--- src/rtl/game_round_controller_if.sv ---
// Signal bundle between the round controller and its neighbours: LFSR and sensor
// inputs in, target/score/timer/audio status out.
interface game_round_controller_if;
    logic        start_game;
    logic [2:0]  lfsr_value;
    logic [2:0]  box_address;
    logic [2:0]  target_box;
    logic        target_valid;
    logic [10:0] score;
    logic [5:0]  game_timer;
    logic [1:0]  difficulty_level;
    logic        play_sound;
    logic        game_over;

    modport master (
        output start_game, lfsr_value, box_address,
        input  target_box, target_valid, score, game_timer,
               difficulty_level, play_sound, game_over
    );

    modport slave (
        input  start_game, lfsr_value, box_address,
        output target_box, target_valid, score, game_timer,
               difficulty_level, play_sound, game_over
    );
endinterface

--- src/rtl/game_round_controller.sv ---
// Whack-a-mole round sequencer: picks a target box, runs a timed hit window,
// scores hits, and counts the game down second by second until game over.
module game_round_controller #(
    parameter int TICKS_PER_SEC = 50000000,
    parameter int GAME_SECONDS  = 60,
    parameter int WIN1          = 75000000,
    parameter int WIN2          = 50000000,
    parameter int WIN3          = 25000000,
    parameter int HOLD_CYCLES   = 12500000
) (
    input logic                    CLOCK_50,
    input logic                    reset,
    game_round_controller_if.slave bus
);

    typedef enum logic [2:0] {S_IDLE, S_PICK, S_ACTIVE, S_RESULT, S_GAMEOVER} state_t;

    localparam logic [25:0] SEC_LAST  = 26'(TICKS_PER_SEC - 1);
    localparam logic [26:0] WIN1_LAST = 27'(WIN1 - 1);
    localparam logic [26:0] WIN2_LAST = 27'(WIN2 - 1);
    localparam logic [26:0] WIN3_LAST = 27'(WIN3 - 1);
    localparam logic [26:0] HOLD_LAST = 27'(HOLD_CYCLES - 1);
    localparam logic [5:0]  GAME_SEC  = 6'(GAME_SECONDS);

    state_t      r_state, w_state_next;
    logic        r_start_q;
    logic [2:0]  r_box_q;
    logic [2:0]  r_target_box, w_target_next, w_target_out;
    logic [2:0]  r_prev_target, w_prev_next;
    logic [1:0]  r_rej_cnt, w_rej_next;
    logic [26:0] r_win_cnt, w_win_next, w_win_load;
    logic [25:0] r_sec_cnt, w_sec_next;
    logic [10:0] r_score, w_score_next;
    logic [5:0]  r_game_timer, w_timer_next;
    logic [1:0]  r_difficulty;
    logic        r_play_sound, w_sound_next;
    logic        r_target_valid;
    logic        r_game_over;
    logic        w_start_edge, w_hit_edge, w_in_game;
    logic [11:0] w_score_sum;

    function automatic logic [1:0] diff_of(input logic [5:0] timer);
        int elapsed;
        elapsed = GAME_SECONDS - int'(timer);
        if (elapsed < GAME_SECONDS / 3)
            return 2'd1;
        else if (elapsed < (2 * GAME_SECONDS) / 3)
            return 2'd2;
        return 2'd3;
    endfunction

    assign w_start_edge = bus.start_game & ~r_start_q;
    assign w_hit_edge   = (bus.box_address != 3'd0) && (r_box_q == 3'd0);
    assign w_in_game    = (r_state == S_PICK) || (r_state == S_ACTIVE) || (r_state == S_RESULT);
    assign w_score_sum  = {1'b0, r_score} + {10'd0, r_difficulty};

    always_comb begin
        case (r_difficulty)
            2'd2:    w_win_load = WIN2_LAST;
            2'd3:    w_win_load = WIN3_LAST;
            default: w_win_load = WIN1_LAST;
        endcase
    end

    // r_win_cnt doubles as the hit-window counter in ACTIVE and the blank-gap counter in RESULT.
    always_comb begin
        w_state_next  = r_state;
        w_score_next  = r_score;
        w_timer_next  = r_game_timer;
        w_sec_next    = r_sec_cnt;
        w_win_next    = r_win_cnt;
        w_rej_next    = r_rej_cnt;
        w_target_next = r_target_box;
        w_prev_next   = r_prev_target;
        w_sound_next  = 1'b0;

        if (w_in_game) begin
            if (r_sec_cnt == SEC_LAST) begin
                w_sec_next = 26'd0;
                if (r_game_timer != 6'd0)
                    w_timer_next = r_game_timer - 6'd1;
            end else begin
                w_sec_next = r_sec_cnt + 26'd1;
            end
        end

        case (r_state)
            S_IDLE, S_GAMEOVER: begin
                if (w_start_edge) begin
                    w_score_next = 11'd0;
                    w_timer_next = GAME_SEC;
                    w_sec_next   = 26'd0;
                    w_prev_next  = 3'd0;
                    w_rej_next   = 2'd0;
                    w_state_next = S_PICK;
                end
            end
            S_PICK: begin
                if (bus.lfsr_value == 3'd0) begin
                    w_rej_next = 2'd0;
                end else if ((bus.lfsr_value == r_prev_target) && (r_rej_cnt != 2'd3)) begin
                    w_rej_next = r_rej_cnt + 2'd1;
                end else begin
                    w_target_next = bus.lfsr_value;
                    w_prev_next   = bus.lfsr_value;
                    w_rej_next    = 2'd0;
                    w_win_next    = w_win_load;
                    w_state_next  = S_ACTIVE;
                end
            end
            S_ACTIVE: begin
                if (w_hit_edge && (bus.box_address == r_target_box)) begin
                    w_score_next = w_score_sum[11] ? 11'd2047 : w_score_sum[10:0];
                    w_sound_next = 1'b1;
                    w_win_next   = HOLD_LAST;
                    w_state_next = S_RESULT;
                end else begin
                    if (w_hit_edge && (r_score != 11'd0))
                        w_score_next = r_score - 11'd1;
                    if (r_win_cnt == 27'd0) begin
                        w_win_next   = HOLD_LAST;
                        w_state_next = S_RESULT;
                    end else begin
                        w_win_next = r_win_cnt - 27'd1;
                    end
                end
            end
            S_RESULT: begin
                if (r_win_cnt == 27'd0) begin
                    w_rej_next   = 2'd0;
                    w_state_next = S_PICK;
                end else begin
                    w_win_next = r_win_cnt - 27'd1;
                end
            end
            default: w_state_next = S_IDLE;
        endcase

        // Expiry overrides the round outcome, but any hit scored above still stands.
        if (w_in_game && (w_timer_next == 6'd0))
            w_state_next = S_GAMEOVER;
    end

    assign w_target_out = (w_state_next == S_ACTIVE) ? w_target_next : 3'd0;

    always_ff @(posedge CLOCK_50 or posedge reset) begin
        if (reset) begin
            r_state        <= S_IDLE;
            r_start_q      <= 1'b0;
            r_box_q        <= 3'd0;
            r_target_box   <= 3'd0;
            r_prev_target  <= 3'd0;
            r_rej_cnt      <= 2'd0;
            r_win_cnt      <= 27'd0;
            r_sec_cnt      <= 26'd0;
            r_score        <= 11'd0;
            r_game_timer   <= GAME_SEC;
            r_difficulty   <= 2'd1;
            r_play_sound   <= 1'b0;
            r_target_valid <= 1'b0;
            r_game_over    <= 1'b0;
        end else begin
            r_state        <= w_state_next;
            r_start_q      <= bus.start_game;
            r_box_q        <= bus.box_address;
            r_target_box   <= w_target_out;
            r_prev_target  <= w_prev_next;
            r_rej_cnt      <= w_rej_next;
            r_win_cnt      <= w_win_next;
            r_sec_cnt      <= w_sec_next;
            r_score        <= w_score_next;
            r_game_timer   <= w_timer_next;
            r_difficulty   <= diff_of(w_timer_next);
            r_play_sound   <= w_sound_next;
            r_target_valid <= (w_state_next == S_ACTIVE);
            r_game_over    <= (w_state_next == S_GAMEOVER);
        end
    end

    assign bus.target_box       = r_target_box;
    assign bus.target_valid     = r_target_valid;
    assign bus.score            = r_score;
    assign bus.game_timer       = r_game_timer;
    assign bus.difficulty_level = r_difficulty;
    assign bus.play_sound       = r_play_sound;
    assign bus.game_over        = r_game_over;

endmodule

--- src/flat_wrapper.sv ---
// flat-port wrapper written by rule: the top's interface ports become plain ports
module game_round_controller_flat 
#(
    parameter int TICKS_PER_SEC = 50000000,
    parameter int GAME_SECONDS  = 60,
    parameter int WIN1          = 75000000,
    parameter int WIN2          = 50000000,
    parameter int WIN3          = 25000000,
    parameter int HOLD_CYCLES   = 12500000
)
  (CLOCK_50, reset, bus_start_game, bus_lfsr_value, bus_box_address, bus_target_box, bus_target_valid, bus_score, bus_game_timer, bus_difficulty_level, bus_play_sound, bus_game_over);
  game_round_controller_if bus_i ();
  input logic CLOCK_50;
  input logic reset;
  input wire logic [$bits(bus_i.start_game)-1:0] bus_start_game;
  input wire logic [$bits(bus_i.lfsr_value)-1:0] bus_lfsr_value;
  input wire logic [$bits(bus_i.box_address)-1:0] bus_box_address;
  output wire logic [$bits(bus_i.target_box)-1:0] bus_target_box;
  output wire logic [$bits(bus_i.target_valid)-1:0] bus_target_valid;
  output wire logic [$bits(bus_i.score)-1:0] bus_score;
  output wire logic [$bits(bus_i.game_timer)-1:0] bus_game_timer;
  output wire logic [$bits(bus_i.difficulty_level)-1:0] bus_difficulty_level;
  output wire logic [$bits(bus_i.play_sound)-1:0] bus_play_sound;
  output wire logic [$bits(bus_i.game_over)-1:0] bus_game_over;
  assign bus_i.start_game = bus_start_game;
  assign bus_i.lfsr_value = bus_lfsr_value;
  assign bus_i.box_address = bus_box_address;
  assign bus_target_box = bus_i.target_box;
  assign bus_target_valid = bus_i.target_valid;
  assign bus_score = bus_i.score;
  assign bus_game_timer = bus_i.game_timer;
  assign bus_difficulty_level = bus_i.difficulty_level;
  assign bus_play_sound = bus_i.play_sound;
  assign bus_game_over = bus_i.game_over;
  game_round_controller #(.TICKS_PER_SEC(TICKS_PER_SEC), .GAME_SECONDS(GAME_SECONDS), .WIN1(WIN1), .WIN2(WIN2), .WIN3(WIN3), .HOLD_CYCLES(HOLD_CYCLES)) u_core (.CLOCK_50(CLOCK_50), .reset(reset), .bus(bus_i));
endmodule
--- config.mk ---
export PLATFORM = sky130hd
export DESIGN_NAME = game_round_controller_flat
export DESIGN_NICKNAME = d
export VERILOG_FILES = /design/src/rtl/game_round_controller_if.sv /design/src/rtl/game_round_controller.sv /design/src/flat_wrapper.sv
export SDC_FILE = /design/constraint.sdc
export NUM_CORES = 1
export LEC_CHECK = 0
export CORE_ASPECT_RATIO = 1.5
export CORE_MARGIN = 4
export CORE_UTILIZATION = 35
export DETAILED_ROUTE_END_ITERATION = 8
export DONT_BUFFER_PORTS = 1
export PLACE_DENSITY = 0.59
export SETUP_SLACK_MARGIN = 0.02
export SLEW_MARGIN = 20
export SYNTH_ARGS = -nofsm -noshare
export SYNTH_HDL_FRONTEND = slang
export SYNTH_SLANG_ARGS = --single-unit
--- constraint.sdc ---
create_clock -name CLOCK_50 -period 3.5 [get_ports CLOCK_50]
set_clock_uncertainty 0.2 [all_clocks]
set_input_delay 0.7 -clock CLOCK_50 [delete_from_list [all_inputs] [get_ports CLOCK_50]]
set_output_delay 0.7 -clock CLOCK_50 [all_outputs]
set_load 0.05 [all_outputs]
==> results of run 1 <==
## layer usage
layer,vias up,GRT usage,routed length [um]
met3,32,0.0367,639
li1,2123,-,-
met2,97,0.282,6890
met5,-,0,0
met4,0,0.0752,461
met1,2178,0.179,5190
## registers in the layout, summed over array words and instances, names as in the netlist
register                     count
u_core.r_win_cnt                27
u_core.r_sec_cnt                26
u_core.bus.score                11
u_core.bus.game_timer            6
u_core.bus.target_box            3
u_core.r_box_q                   3
u_core.r_prev_target             3
u_core.r_state                   3
u_core.bus.difficulty_level      2
u_core.r_rej_cnt                 2
u_core.bus.game_over             1
u_core.bus.play_sound            1
u_core.bus.target_valid          1
u_core.r_start_q                 1
## synth_stat cells (2+ instances only)
master | n | share of area
sky130_fd_sc_hd__nor2_1 | 68 | 0.049
sky130_fd_sc_hd__nand2_1 | 32 | 0.023
sky130_fd_sc_hd__nor4_1 | 15 | 0.018
sky130_fd_sc_hd__xor2_1 | 21 | 0.035
sky130_fd_sc_hd__nor2b_1 | 3 | 0.0036
sky130_fd_sc_hd__nand3_1 | 16 | 0.015
sky130_fd_sc_hd__dfstp_2 | 5 | 0.025
sky130_fd_sc_hd__and4_1 | 5 | 0.0083
sky130_fd_sc_hd__o311ai_0 | 2 | 0.0033
sky130_fd_sc_hd__a21o_1 | 6 | 0.0086
sky130_fd_sc_hd__o22ai_1 | 3 | 0.0036
sky130_fd_sc_hd__a221oi_1 | 2 | 0.0033
sky130_fd_sc_hd__xnor2_1 | 15 | 0.025
sky130_fd_sc_hd__inv_1 | 26 | 0.019
sky130_fd_sc_hd__buf_2 | 3 | 0.0029
sky130_fd_sc_hd__clkbuf_1 | 19 | 0.014
sky130_fd_sc_hd__buf_4 | 2 | 0.0029
sky130_fd_sc_hd__o21ai_0 | 25 | 0.024
sky130_fd_sc_hd__o22a_1 | 5 | 0.0083
sky130_fd_sc_hd__nor3b_1 | 2 | 0.0029
sky130_fd_sc_hd__ha_1 | 9 | 0.021
sky130_fd_sc_hd__a31oi_1 | 15 | 0.018
sky130_fd_sc_hd__a41oi_1 | 2 | 0.0033
sky130_fd_sc_hd__or3_1 | 23 | 0.027
sky130_fd_sc_hd__a32o_1 | 3 | 0.0057
sky130_fd_sc_hd__o32a_1 | 2 | 0.0038
sky130_fd_sc_hd__a21oi_1 | 42 | 0.040
sky130_fd_sc_hd__nand2b_1 | 13 | 0.015
sky130_fd_sc_hd__o41ai_1 | 2 | 0.0033
sky130_fd_sc_hd__and3_1 | 8 | 0.0095
sky130_fd_sc_hd__nand4_1 | 9 | 0.011
sky130_fd_sc_hd__nor3_1 | 27 | 0.026
sky130_fd_sc_hd__o31a_1 | 2 | 0.0033
sky130_fd_sc_hd__dfrtp_1 | 85 | 0.40
sky130_fd_sc_hd__a211oi_1 | 2 | 0.0029
sky130_fd_sc_hd__a22oi_1 | 5 | 0.0071
sky130_fd_sc_hd__o2bb2ai_1 | 3 | 0.0050
sky130_fd_sc_hd__a31o_2 | 4 | 0.0067
sky130_fd_sc_hd__and3b_1 | 2 | 0.0033
sky130_fd_sc_hd__a22o_1 | 10 | 0.017
## worst max-delay path by stage
stage	to	slack, ns	cells past startpoint
6_report	u_core.bus.target_box[1]	0.35	9
4_1_cts	u_core.bus.target_box[2]	0.37	9
3_3_place_gp	u_core.bus.score[10]	0.46	10
5_1_grt	u_core.bus.target_box[2]	0.09	9
2_1_floorplan	u_core.bus.difficulty_level[1]	0.27	1
3_5_place_dp	u_core.bus.target_box[1]	0.37	9
## power by group through the flow
stage          clock, mW  sequential [mW]  combinational [mW]
3_3_place_gp           0             1.14               0.133
4_1_cts             1.15             1.13               0.137
3_5_place_dp           0             1.15               0.136
2_1_floorplan          0             1.14               0.101
6_report            1.12             1.13               0.133
5_1_grt             1.20             1.13               0.152
## per-stage QoR
stage	std cells	power (mW)	area (um2)	setup WS [ns]	hold slack, ns
2_1_floorplan	575	1.24	5250	0.273	0.244
3_3_place_gp	770	1.28	5590	0.456	0.270
3_5_place_dp	770	1.28	5600	0.370	0.278
4_1_cts	785	2.41	5940	0.365	0.166
5_1_grt	785	2.48	5940	0.0870	0.168
6_report	785	2.38	5940	0.346	0.128
## critical path, stage by stage, from the launching register on
cell,delay (ns)
sky130_fd_sc_hd__dfrtp_1,0.38
sky130_fd_sc_hd__inv_1,0.09
sky130_fd_sc_hd__ha_1,0.21
sky130_fd_sc_hd__nand2b_1,0.09
sky130_fd_sc_hd__nor4_1,0.74
sky130_fd_sc_hd__nor4_1,0.21
sky130_fd_sc_hd__a311oi_1,0.53
sky130_fd_sc_hd__nor2_2,0.06
sky130_fd_sc_hd__and3_1,0.26
sky130_fd_sc_hd__nor4_1,0.29
## logic make-up (layout without fill, tap and decap cells)
group	Yosys count	count (layout)	share of synthesized area
compound gates	151	151	0.202
xor+xnor	36	36	0.0600
fa+ha+maj	10	10	0.0253
buf+inv	51	65	0.0400
flops	90	90	0.430
mux	1	1	0.00214
simple gates	236	236	0.241
## layout by cell type, fill, tap and decap left out, drive strengths merged, types with 3 or more instances in the layout
cell type | Yosys | routed
o2bb2ai | 3 | 3
bufinv | 0 | 3
o311ai | 5 | 5
o21ai | 27 | 27
dfstp | 5 | 5
a21o | 6 | 6
nor3 | 27 | 27
o22ai | 3 | 3
nand2b | 13 | 13
nor2b | 3 | 3
a22oi | 5 | 5
a31o | 4 | 4
a22o | 10 | 10
nor4 | 16 | 16
and4 | 5 | 5
clkbuf | 19 | 10
xnor2 | 15 | 15
nand3 | 16 | 16
nand4 | 10 | 10
buf | 6 | 24
or3 | 23 | 23
inv | 26 | 26
a21oi | 42 | 42
ha | 9 | 9
o22a | 5 | 5
nor2 | 69 | 69
xor2 | 21 | 21
a32o | 3 | 3
and3 | 8 | 8
a31oi | 15 | 15
dfrtp | 85 | 85
nand2 | 32 | 32
## layout make-up
type	instances	area [um2]
fill	1438	8720
sequential	90	2260
clock inverter	5	103
multi-input combinational	434	2790
clock buffer	10	239
tap	196	245
timing repair buffer	24	205
inverter	26	100
==> reports/qor.txt, run 1 <==
LOGIC SYNTHESIS
------------------------------------------------------------------------------------------------------
Synth Flop Type                                                                           sky130_fd_sc_hd__dfrtp_1
Syn. warnings                                                                                        0
Share of synthesized registers carrying an async set or reset                                     1.00
Number of flops mapped to enable cells by yosys                                                      0
Summed instance area of the synthesized netlist                                               5250 um2
Mapped Nets                                                                                        594
Avg Synthesized Cell Area                                                                     9.13 um2
Part of the Yosys area used for sequential elements                                              0.430
Number of distinct standard cells referenced by the synthesized netlist                             72
Synthesized instance count                                                                         575
Count of state elements after synthesis                                                             90

CTS
------------------------------------------------------------------------------------------------------
Clock transition at the register clock pins on the worst setup and hold paths after CTS        0.07 ns
Maximum clock path buffer count                                                                      2
Insertion delay to the later sink of the worst-skew pair                                       0.34 ns
Number of levels in the clock H-tree                                                                 3
Post-cts resize count                                                                                0
Setup fix buffers added after clock tree synthesis                                                   0
TritonCTS clock tree                                                                             built
Number of buffers inserted by hold repair at cts                                                     0
Num Clock Sinks                                                                                     90
Number of clock buffers inserted by TritonCTS                                                        9
Root buffer cell                                                                          sky130_fd_sc_hd__clkbuf_16

FLOORPLAN
------------------------------------------------------------------------------------------------------
Number of placed I/O pins                                                                           34
Die boundary height                                                                             158 um
Full die area                                                                                17100 um2
Core Area                                                                                    14700 um2
Standard-cell rows                                                                                  54
Starting Density                                                                                 0.358
Die X-Extent                                                                                    108 um

POWER AND IR DROP
------------------------------------------------------------------------------------------------------
Part of the power in registers                                                                   0.474
Switching portion of total power                                                                 0.228
Net switching component of the power                                                            542 uW
Pwr per Cell Area                                                                           401 nW/um2
Power share of the clock group                                                                   0.470
Internal cell power                                                                            1.84 mW
Static leakage                                                                                 2.47 nW
Combinational fraction of design power                                                           0.056
VDD IR-drop max                                                                               0.291 mV

TIMING
------------------------------------------------------------------------------------------------------
Setup tns final                                                                                   0 ns
Final period util                                                                                0.901
Final hold violation count                                                                           0
Unrepaired setup endpoints after global routing                                                     no
Headroom to the max-slew limit                                                                   0.343
Min Clock Period, post-route                                                                   3.15 ns
Setup violations, final                                                                              0
Achievable Freq                                                                              0.317 GHz
Max-slew violations                                                                                  0
Actual transition at the worst max-transition pin                                             0.977 ns

CRITICAL PATH
------------------------------------------------------------------------------------------------------
Worst-case register-to-register setup slack                                                    0.35 ns
Launching instance or port of the critical path                                           u_core.bus.game_timer[1]
Biggest fanout along the worst timing path                                                           8
Endpoint kind of the worst setup timing path                                                      flop
Required time of the critical path                                                             3.54 ns
Classification of the worst setup path                                                         reg2reg
Worst-case reg-to-reg path depth                                                                     9
Worst reg2reg path endpoint                                                               u_core.bus.target_box[1]
Startpoint class of the critical path                                                             flop
Reg-to-reg startpoint                                                                     u_core.bus.game_timer[1]
Data arrival at the endpoint of the critical path                                              3.19 ns

DETAILED ROUTING
------------------------------------------------------------------------------------------------------
Number of search-and-repair iterations in the first detailed-routing pass                            5
DRC viols                                                                                            0
Antenna-violating nets left                                                                          0
Via/cell ratio                                                                                    5.64
Via count                                                                                         4430
Final WL                                                                                      13200 um
Average wire per cell in the routed design                                                     16.8 um
DRC marker count from the first detailed-route iteration                                           198

GRT
------------------------------------------------------------------------------------------------------
Maximum number of pins on one net before global-route repair                                        91
Global-route usage over all layers                                                               0.159
Gr ovfl total                                                                                        0
Via count of the first global-routing pass                                                        4351
Initial antenna violation count                                                                      0
First-pass GRT wire length                                                                    21700 um

FINAL LAYOUT
------------------------------------------------------------------------------------------------------
Post-layout net count                                                                              604
Final cell utilization of the core                                                               0.405
Area growth from synthesis to layout                                                             13.1%
# diodes                                                                                             0
Share of layout cells above drive strength 1                                                     0.107

PLACEMENT
------------------------------------------------------------------------------------------------------
Input/output buffers                                                                                 0
HPWL after detailed placement                                                                  9490 um
Placer's final routability congestion estimate                                                   0.839

RUN STATUS
------------------------------------------------------------------------------------------------------
Result of the run                                                                         finished clean

WORST HOLD PATH
------------------------------------------------------------------------------------------------------
Worst min-delay path category                                                                 in2async

JOB
------------------------------------------------------------------------------------------------------
Max-capacitance violation count                                                                      0

Power figures use the tool's default switching activity.
==> run 2: changes to the inputs <==
Settings changed: ABC_AREA from default to 1.
==> run 2 against run 1 <==
Global-route usage is 0.22 points lower; sequential power is 39% higher; core utilization is 0.89 points lower; worst setup slack better by 0.37 ns; synthesized area is 8.6% higher; cell area is 5.6% higher; hold slack worse by 0.039 ns; critical path type unchanged; non-clock buffer count is 13 lower; sequential share of layout area is 2.0 points lower; total power is 83% higher; wire length is 3.6% higher; critical path depth is 2 higher.
==> reports/qor.txt, run 2 <==
FINAL LAYOUT
------------------------------------------------------------------------------------------------------
Most frequent cells in the layout                                                         128 x sky130_fd_sc_hd__nand2_1, 101 x sky130_fd_sc_hd__inv_1, 101 x sky130_fd_sc_hd__nor2_1, 85 x sky130_fd_sc_hd__dfrtp_1, 50 x sky130_fd_sc_hd__nand3_1
Share of layout cells above drive strength 1                                                     0.134
Area growth from synthesis to layout                                                             10.0%
Top reg by flops                                                                          u_core.r_win_cnt
Number of fill cells in the layout                                                                1716
# diodes                                                                                             0
Post-layout net count                                                                              783
Most common cell after layout, fill and taps aside                                        sky130_fd_sc_hd__nand2_1
Max reg flops                                                                                       27

GRT
------------------------------------------------------------------------------------------------------
First-pass GRT wire length                                                                    23800 um
Gr ovfl total                                                                                        0
Maximum number of pins on one net before global-route repair                                        49
Via count of the first global-routing pass                                                        5033
Global-route usage over all layers                                                               0.157
Initial antenna violation count                                                                      0

TIMING
------------------------------------------------------------------------------------------------------
Achievable Freq                                                                              0.360 GHz
Headroom to the max-slew limit                                                                   0.579
Setup tns final                                                                                   0 ns
Min Clock Period, post-route                                                                   2.78 ns
Unrepaired setup endpoints after global routing                                                     no
Worst setup margin                                                                            0.718 ns
Final hold violation count                                                                           0
Actual transition at the worst max-transition pin                                             0.632 ns
Max-slew violations                                                                                  0
Final period util                                                                                0.795
Setup violations, final                                                                              0

FLOORPLAN
------------------------------------------------------------------------------------------------------
Die X-Extent                                                                                    112 um
Die boundary height                                                                             164 um
Standard-cell rows                                                                                  56
Number of placed I/O pins                                                                           34
Starting Density                                                                                 0.360
Core Area                                                                                    15800 um2
Full die area                                                                                18400 um2

CTS
------------------------------------------------------------------------------------------------------
Insertion delay to the later sink of the worst-skew pair                                       0.35 ns
Setup fix buffers added after clock tree synthesis                                                   0
Clock transition at the register clock pins on the worst setup and hold paths after CTS        0.07 ns
Number of buffers inserted by hold repair at cts                                                     0
TritonCTS clock tree                                                                             built
Maximum clock path buffer count                                                                      2
Number of clock buffers inserted by TritonCTS                                                        9
Number of levels in the clock H-tree                                                                 3
Root buffer cell                                                                          sky130_fd_sc_hd__clkbuf_16
Num Clock Sinks                                                                                     90
Post-cts resize count                                                                                0

PLACEMENT
------------------------------------------------------------------------------------------------------
Placer's final routability congestion estimate                                                   0.832
Input/output buffers                                                                                 0
Setup slack after placement                                                                   0.715 ns
HPWL after detailed placement                                                                 10300 um

DETAILED ROUTING
------------------------------------------------------------------------------------------------------
Via/cell ratio                                                                                    4.99
Number of search-and-repair iterations in the first detailed-routing pass                            4
Antenna-violating nets left                                                                          0
DRC marker count from the first detailed-route iteration                                           254
Average wire per cell in the routed design                                                     14.1 um
Final WL                                                                                      13700 um
DRC viols                                                                                            0
Via count                                                                                         4849

CRITICAL PATH
------------------------------------------------------------------------------------------------------
Startpoint class of the critical path                                                             flop
Data arrival at the endpoint of the critical path                                              2.81 ns
Delay of the slowest critical-path stage                                                       0.68 ns
Required time of the critical path                                                             3.53 ns
Critical Path, Cell by Cell                                                               ha_1 > inv_1 > fa_1 > nor2_1 > nand3_1 > nor2_1 > xor2_1 > nor3_1 > nor2_1 > o31ai_1 > o21ai_1
Classification of the worst setup path                                                         reg2reg
Critical-path cell with the highest stage delay                                           sky130_fd_sc_hd__dfrtp_1
Most prevalent standard cell on the critical path                                         sky130_fd_sc_hd__nor2_1
Endpoint kind of the worst setup timing path                                                      flop
Biggest fanout along the worst timing path                                                           4

LOGIC SYNTHESIS
------------------------------------------------------------------------------------------------------
Count of state elements after synthesis                                                             90
Top post-synthesis cells by area                                                          sky130_fd_sc_hd__dfrtp_1 37%, sky130_fd_sc_hd__nand2_1 8.4%, sky130_fd_sc_hd__inv_1 6.7%
Area fraction of the dominant cell type after synthesis                                          0.373
Number of distinct standard cells referenced by the synthesized netlist                             51
Synthesized instance count                                                                         751
Synth Flop Type                                                                           sky130_fd_sc_hd__dfrtp_1
Share of synthesized registers carrying an async set or reset                                     1.00
Post-synth top area cell                                                                  sky130_fd_sc_hd__dfrtp_1
Part of the Yosys area used for sequential elements                                              0.396
Number of flops mapped to enable cells by yosys                                                      0
Mapped Nets                                                                                        770
Syn. warnings                                                                                        0
Synth top cells by count                                                                  128 x sky130_fd_sc_hd__nand2_1, 102 x sky130_fd_sc_hd__inv_1, 101 x sky130_fd_sc_hd__nor2_1, 85 x sky130_fd_sc_hd__dfrtp_1, 50 x sky130_fd_sc_hd__nand3_1
Avg Synthesized Cell Area                                                                     7.59 um2
Most frequent cell after synthesis                                                        sky130_fd_sc_hd__nand2_1
Summed instance area of the synthesized netlist                                               5700 um2

RUN STATUS
------------------------------------------------------------------------------------------------------
Result of the run                                                                         finished clean

POWER AND IR DROP
------------------------------------------------------------------------------------------------------
VDD IR-drop max                                                                               0.349 mV
Switching portion of total power                                                                 0.457
Static leakage                                                                                 2.97 nW
Internal cell power                                                                            2.37 mW
Pwr per Cell Area                                                                           695 nW/um2
Net switching component of the power                                                           1.99 mW
Part of the power in registers                                                                   0.360
Power share of the clock group                                                                   0.213
Combinational fraction of design power                                                           0.426

JOB
------------------------------------------------------------------------------------------------------
Max-capacitance violation count                                                                      0

WORST HOLD PATH
------------------------------------------------------------------------------------------------------
Worst min-delay path category                                                                 in2async

## run 2: cell types whose count changed in the layout (fill, tap and decap cells not counted), sizes merged, moves of 9 or more
cell	change
inv	+86
buf	-13
o21ai	+16
xnor2	-9
nand3	+39
or3	-23
a31oi	-11
nor4	-10
a22o	-10
nand2b	-13
nor2	+52
nand2	+119
## run 2: kinds of logic (layout without fill, tap and decap cells)
logic type / Yosys count / in the layout / synth area share
AO/OA/AOI/OAI: 115 / 115 / 0.119
XOR/XNOR: 33 / 33 / 0.0507
adder cells (fa/ha/maj): 10 / 10 / 0.0233
buffers and inverters: 124 / 142 / 0.0867
flip-flops: 90 / 90 / 0.396
AND/OR/NAND/NOR: 379 / 379 / 0.324
## run 2: power groups by stage
| stage | registers [mW] | logic, mW | clock network (mW) |
|---|---|---|---|
| floorplan | 1.66 | 1.36 | 0 |
| global placement | 1.58 | 1.86 | 0 |
| detailed placement | 1.59 | 1.87 | 0 |
| CTS | 1.57 | 1.88 | 0.957 |
| global route | 1.60 | 2.11 | 0.998 |
| finish | 1.57 | 1.86 | 0.930 |
## run 2: critical path: cells and delay by family, from the launching register on
| family | cells | cell delay (ns) |
|---|---|---|
| buffers and inverters | 1 | 0.06 |
| XOR/XNOR | 1 | 0.10 |
| flip-flops | 1 | 0.68 |
| adder cells (fa/ha/maj) | 2 | 0.67 |
| AO/OA/AOI/OAI | 2 | 0.15 |
| AND/OR/NAND/NOR | 5 | 0.80 |
## run 2: layer usage
metal / GRT usage / vias to the layer above / routed length (um)
met4: 0.0465 / 0 / 176
met5: 0 / - / 0
li1: - / 2462 / -
met3: 0.0321 / 13 / 478
met2: 0.299 / 58 / 7420
met1: 0.174 / 2316 / 5580
## run 2: per-stage QoR
stage	hold WS (ns)	std cells	area, um2	power [mW]	utilization
after global placement	0.281	956	5990	3.44	0.378
after detailed placement	0.294	956	5990	3.46	0.378
final	0.0891	972	6270	4.36	0.396
after floorplan	0.257	751	5700	3.02	-
after global routing	0.133	972	6270	4.71	0.396
after CTS	0.115	972	6270	4.41	0.396
## run 2: final cells by class
class                      count  area, um2  area share
tap                          203        254      0.0405
clock inverter                 6       41.3     0.00658
timing repair buffer          11       95.1      0.0152
sequential                    90       2260       0.360
multi-input combinational    537       2950       0.470
inverter                     115        435      0.0694
clock buffer                  10        239      0.0381
## run 2: final timing paths
path,start,end,slack [ns],cells after the start
max in group asynchronous,reset,u_core.bus.game_timer[3],2.30,2
setup / recovery,u_core.bus.score[0],u_core.bus.score[8],0.72,11
hold reg to reg,u_core.r_win_cnt[9],u_core.r_win_cnt[9],0.30,1
hold / removal,reset,u_core.r_win_cnt[15],0.09,1
min in group CLOCK_50,bus_box_address[0],u_core.r_box_q[0],0.17,0
setup reg to reg,u_core.bus.score[0],u_core.bus.score[8],0.72,11
==> run 3: changes to the inputs <==
Clock period 3.5 ns to 2.83 ns, I/O delays scaled along.
==> run 3 against run 2 <==
Maximum frequency is 11% higher; cell area grew 2.1%; non-clock buffer count grew 15; flip-flop and latch count is the same; hold slack lost 0.057 ns; die area did not move; sequential share of layout area is 0.73 points lower; clock power increased by 30%; combinational power is 31% higher; count of clock-buffer cells in the layout shrank 1; cell count up 1.5%; largest power group unchanged; register-to-register slack got worse by 0.38 ns.
==> reports/qor.txt, run 3 (synthesized netlist as in run 2, its figures left out) <==
TIMING
------------------------------------------------------------------------------------------------------
Headroom to the max-slew limit                                                                   0.561
Setup violations, final                                                                              0
Final hold slack                                                                             0.0320 ns
Max-slew violations                                                                                  0
Unrepaired setup endpoints after global routing                                                     no
Final period util                                                                                0.882
Achievable Freq                                                                              0.401 GHz
Worst setup margin                                                                            0.335 ns
Min Clock Period, post-route                                                                   2.49 ns
Final hold violation count                                                                           0
Setup tns final                                                                                   0 ns
Actual transition at the worst max-transition pin                                             0.657 ns

POWER AND IR DROP
------------------------------------------------------------------------------------------------------
Static leakage                                                                                 3.05 nW
Power, Total                                                                                   5.49 mW
Pwr per Cell Area                                                                           857 nW/um2
VDD IR-drop max                                                                               0.523 mV

FLOORPLAN
------------------------------------------------------------------------------------------------------
Die boundary height                                                                             164 um
Full die area                                                                                18400 um2
Standard-cell rows                                                                                  56
Number of placed I/O pins                                                                           34
Core Area                                                                                    15800 um2
Die X-Extent                                                                                    112 um
Starting Density                                                                                 0.360

FINAL LAYOUT
------------------------------------------------------------------------------------------------------
Post-route design area                                                                        6400 um2
# diodes                                                                                             0
Final standard cell count with taps included and fillers excluded                                  987
Max reg flops                                                                                       27
Most frequent cells in the layout                                                         128 x sky130_fd_sc_hd__nand2_1, 101 x sky130_fd_sc_hd__inv_1, 101 x sky130_fd_sc_hd__nor2_1, 85 x sky130_fd_sc_hd__dfrtp_1, 50 x sky130_fd_sc_hd__nand3_1
Final cell utilization of the core                                                               0.404
Area growth from synthesis to layout                                                             12.3%
Top reg by flops                                                                          u_core.r_win_cnt
Number of fill cells in the layout                                                                1710
Post-layout net count                                                                              798
Share of layout cells above drive strength 1                                                     0.149
Most common cell after layout, fill and taps aside                                        sky130_fd_sc_hd__nand2_1

PLACEMENT
------------------------------------------------------------------------------------------------------
Placer's final routability congestion estimate                                                   0.854
HPWL after detailed placement                                                                 10600 um
Input/output buffers                                                                                 0
Post-place instance area                                                                      6100 um2
Setup slack after placement                                                                   0.330 ns
Count of placed standard cells including taps                                                      970

CRITICAL PATH
------------------------------------------------------------------------------------------------------
Logic depth of the worst setup path including buffers                                               11
Top delay family on crit path                                                             simple AND/OR/NAND/NOR gates
Data arrival at the endpoint of the critical path                                              2.54 ns
Most prevalent standard cell on the critical path                                         sky130_fd_sc_hd__nor2_1
Startpoint class of the critical path                                                             flop
Biggest fanout along the worst timing path                                                           3
Worst-case reg-to-reg path depth                                                                    11
Required time of the critical path                                                             2.87 ns
Critical-path cell with the highest stage delay                                           sky130_fd_sc_hd__dfstp_2
Classification of the worst setup path                                                         reg2reg
Critical Path, Cell by Cell                                                               ha_1 > inv_1 > fa_1 > nor2_1 > nand3_1 > nor2_1 > xor2_1 > nor3_1 > nor2_1 > o31ai_1 > o21ai_1
Number of buffers and inverters on the critical path                                                 1
Delay of the slowest critical-path stage                                                       0.54 ns
Endpoint kind of the worst setup timing path                                                      flop

CTS
------------------------------------------------------------------------------------------------------
TritonCTS clock tree                                                                             built
Maximum clock path buffer count                                                                      2
Number of levels in the clock H-tree                                                                 3
Num Clock Sinks                                                                                     90
Number of clock buffers inserted by TritonCTS                                                        9
Insertion delay to the later sink of the worst-skew pair                                       0.36 ns
Post-cts resize count                                                                                0
Root buffer cell                                                                          sky130_fd_sc_hd__clkbuf_16
Clock transition at the register clock pins on the worst setup and hold paths after CTS        0.08 ns

DETAILED ROUTING
------------------------------------------------------------------------------------------------------
Number of search-and-repair iterations in the first detailed-routing pass                            4
DRC viols                                                                                            0
Antenna-violating nets left                                                                          0
DRC marker count from the first detailed-route iteration                                           220
Via/cell ratio                                                                                    4.92
Via count                                                                                         4858
Average wire per cell in the routed design                                                     13.8 um
Final WL                                                                                      13600 um

JOB
------------------------------------------------------------------------------------------------------
Max-capacitance violation count                                                                      0

WORST HOLD PATH
------------------------------------------------------------------------------------------------------
Worst min-delay path category                                                                   in2reg
Hold depth                                                                                           0

RUN STATUS
------------------------------------------------------------------------------------------------------
Result of the run                                                                         finished clean

GRT
------------------------------------------------------------------------------------------------------
Initial antenna violation count                                                                      0
Gr ovfl total                                                                                        0
Global-route usage over all layers                                                               0.157
Maximum number of pins on one net before global-route repair                                        45
First-pass GRT wire length                                                                    23600 um
Via count of the first global-routing pass                                                        4957

-- run 3: power breakdown --
group / switching [mW] / total, mW / internal (mW)
sequential: 0.281 / 1.84 / 1.56
combinational: 1.64 / 2.43 / 0.793
clock: 0.585 / 1.21 / 0.624
-- run 3: path summary, 6_finish.rpt --
| path | start | to | slack [ns] |
|---|---|---|---|
| worst max-delay path | u_core.bus.difficulty_level[0] | u_core.bus.score[8] | 0.34 |
| worst min-delay path | bus_box_address[0] | u_core.r_box_q[0] | 0.03 |
| worst max register to register | u_core.bus.difficulty_level[0] | u_core.bus.score[8] | 0.34 |
| worst min register to register | u_core.r_win_cnt[9] | u_core.r_win_cnt[9] | 0.30 |
| max in group asynchronous | reset | u_core.bus.game_timer[0] | 1.15 |
| min in group asynchronous | reset | u_core.r_win_cnt[0] | 0.58 |
-- run 3: cell type report --
type                            instances  area, um2  area share
Clock buffer                            9        225      0.0352
Clock inverter                          7       68.8      0.0107
Inverter                              115        437      0.0682
Multi-Input combinational cell        537       2950       0.461
Sequential cell                        90       2260       0.353
Tap cell                              203        254      0.0397
Timing Repair Buffer                   26        210      0.0328
-- run 3: layer usage --
| metal | global-route usage | routed length, um | vias up |
|---|---|---|---|
| li1 | - | - | 2495 |
| met4 | 0.0585 | 264 | 0 |
| met5 | 0 | 0 | - |
| met2 | 0.301 | 7570 | 64 |
| met3 | 0.0306 | 459 | 22 |
| met1 | 0.167 | 5340 | 2277 |
-- run 3: what timing repair did --
action | 4_1_cts | 5_1_grt
hold buffers | 1 | 0
setup buffers | 0 | 0
hold endpoints to repair | 25 | 0
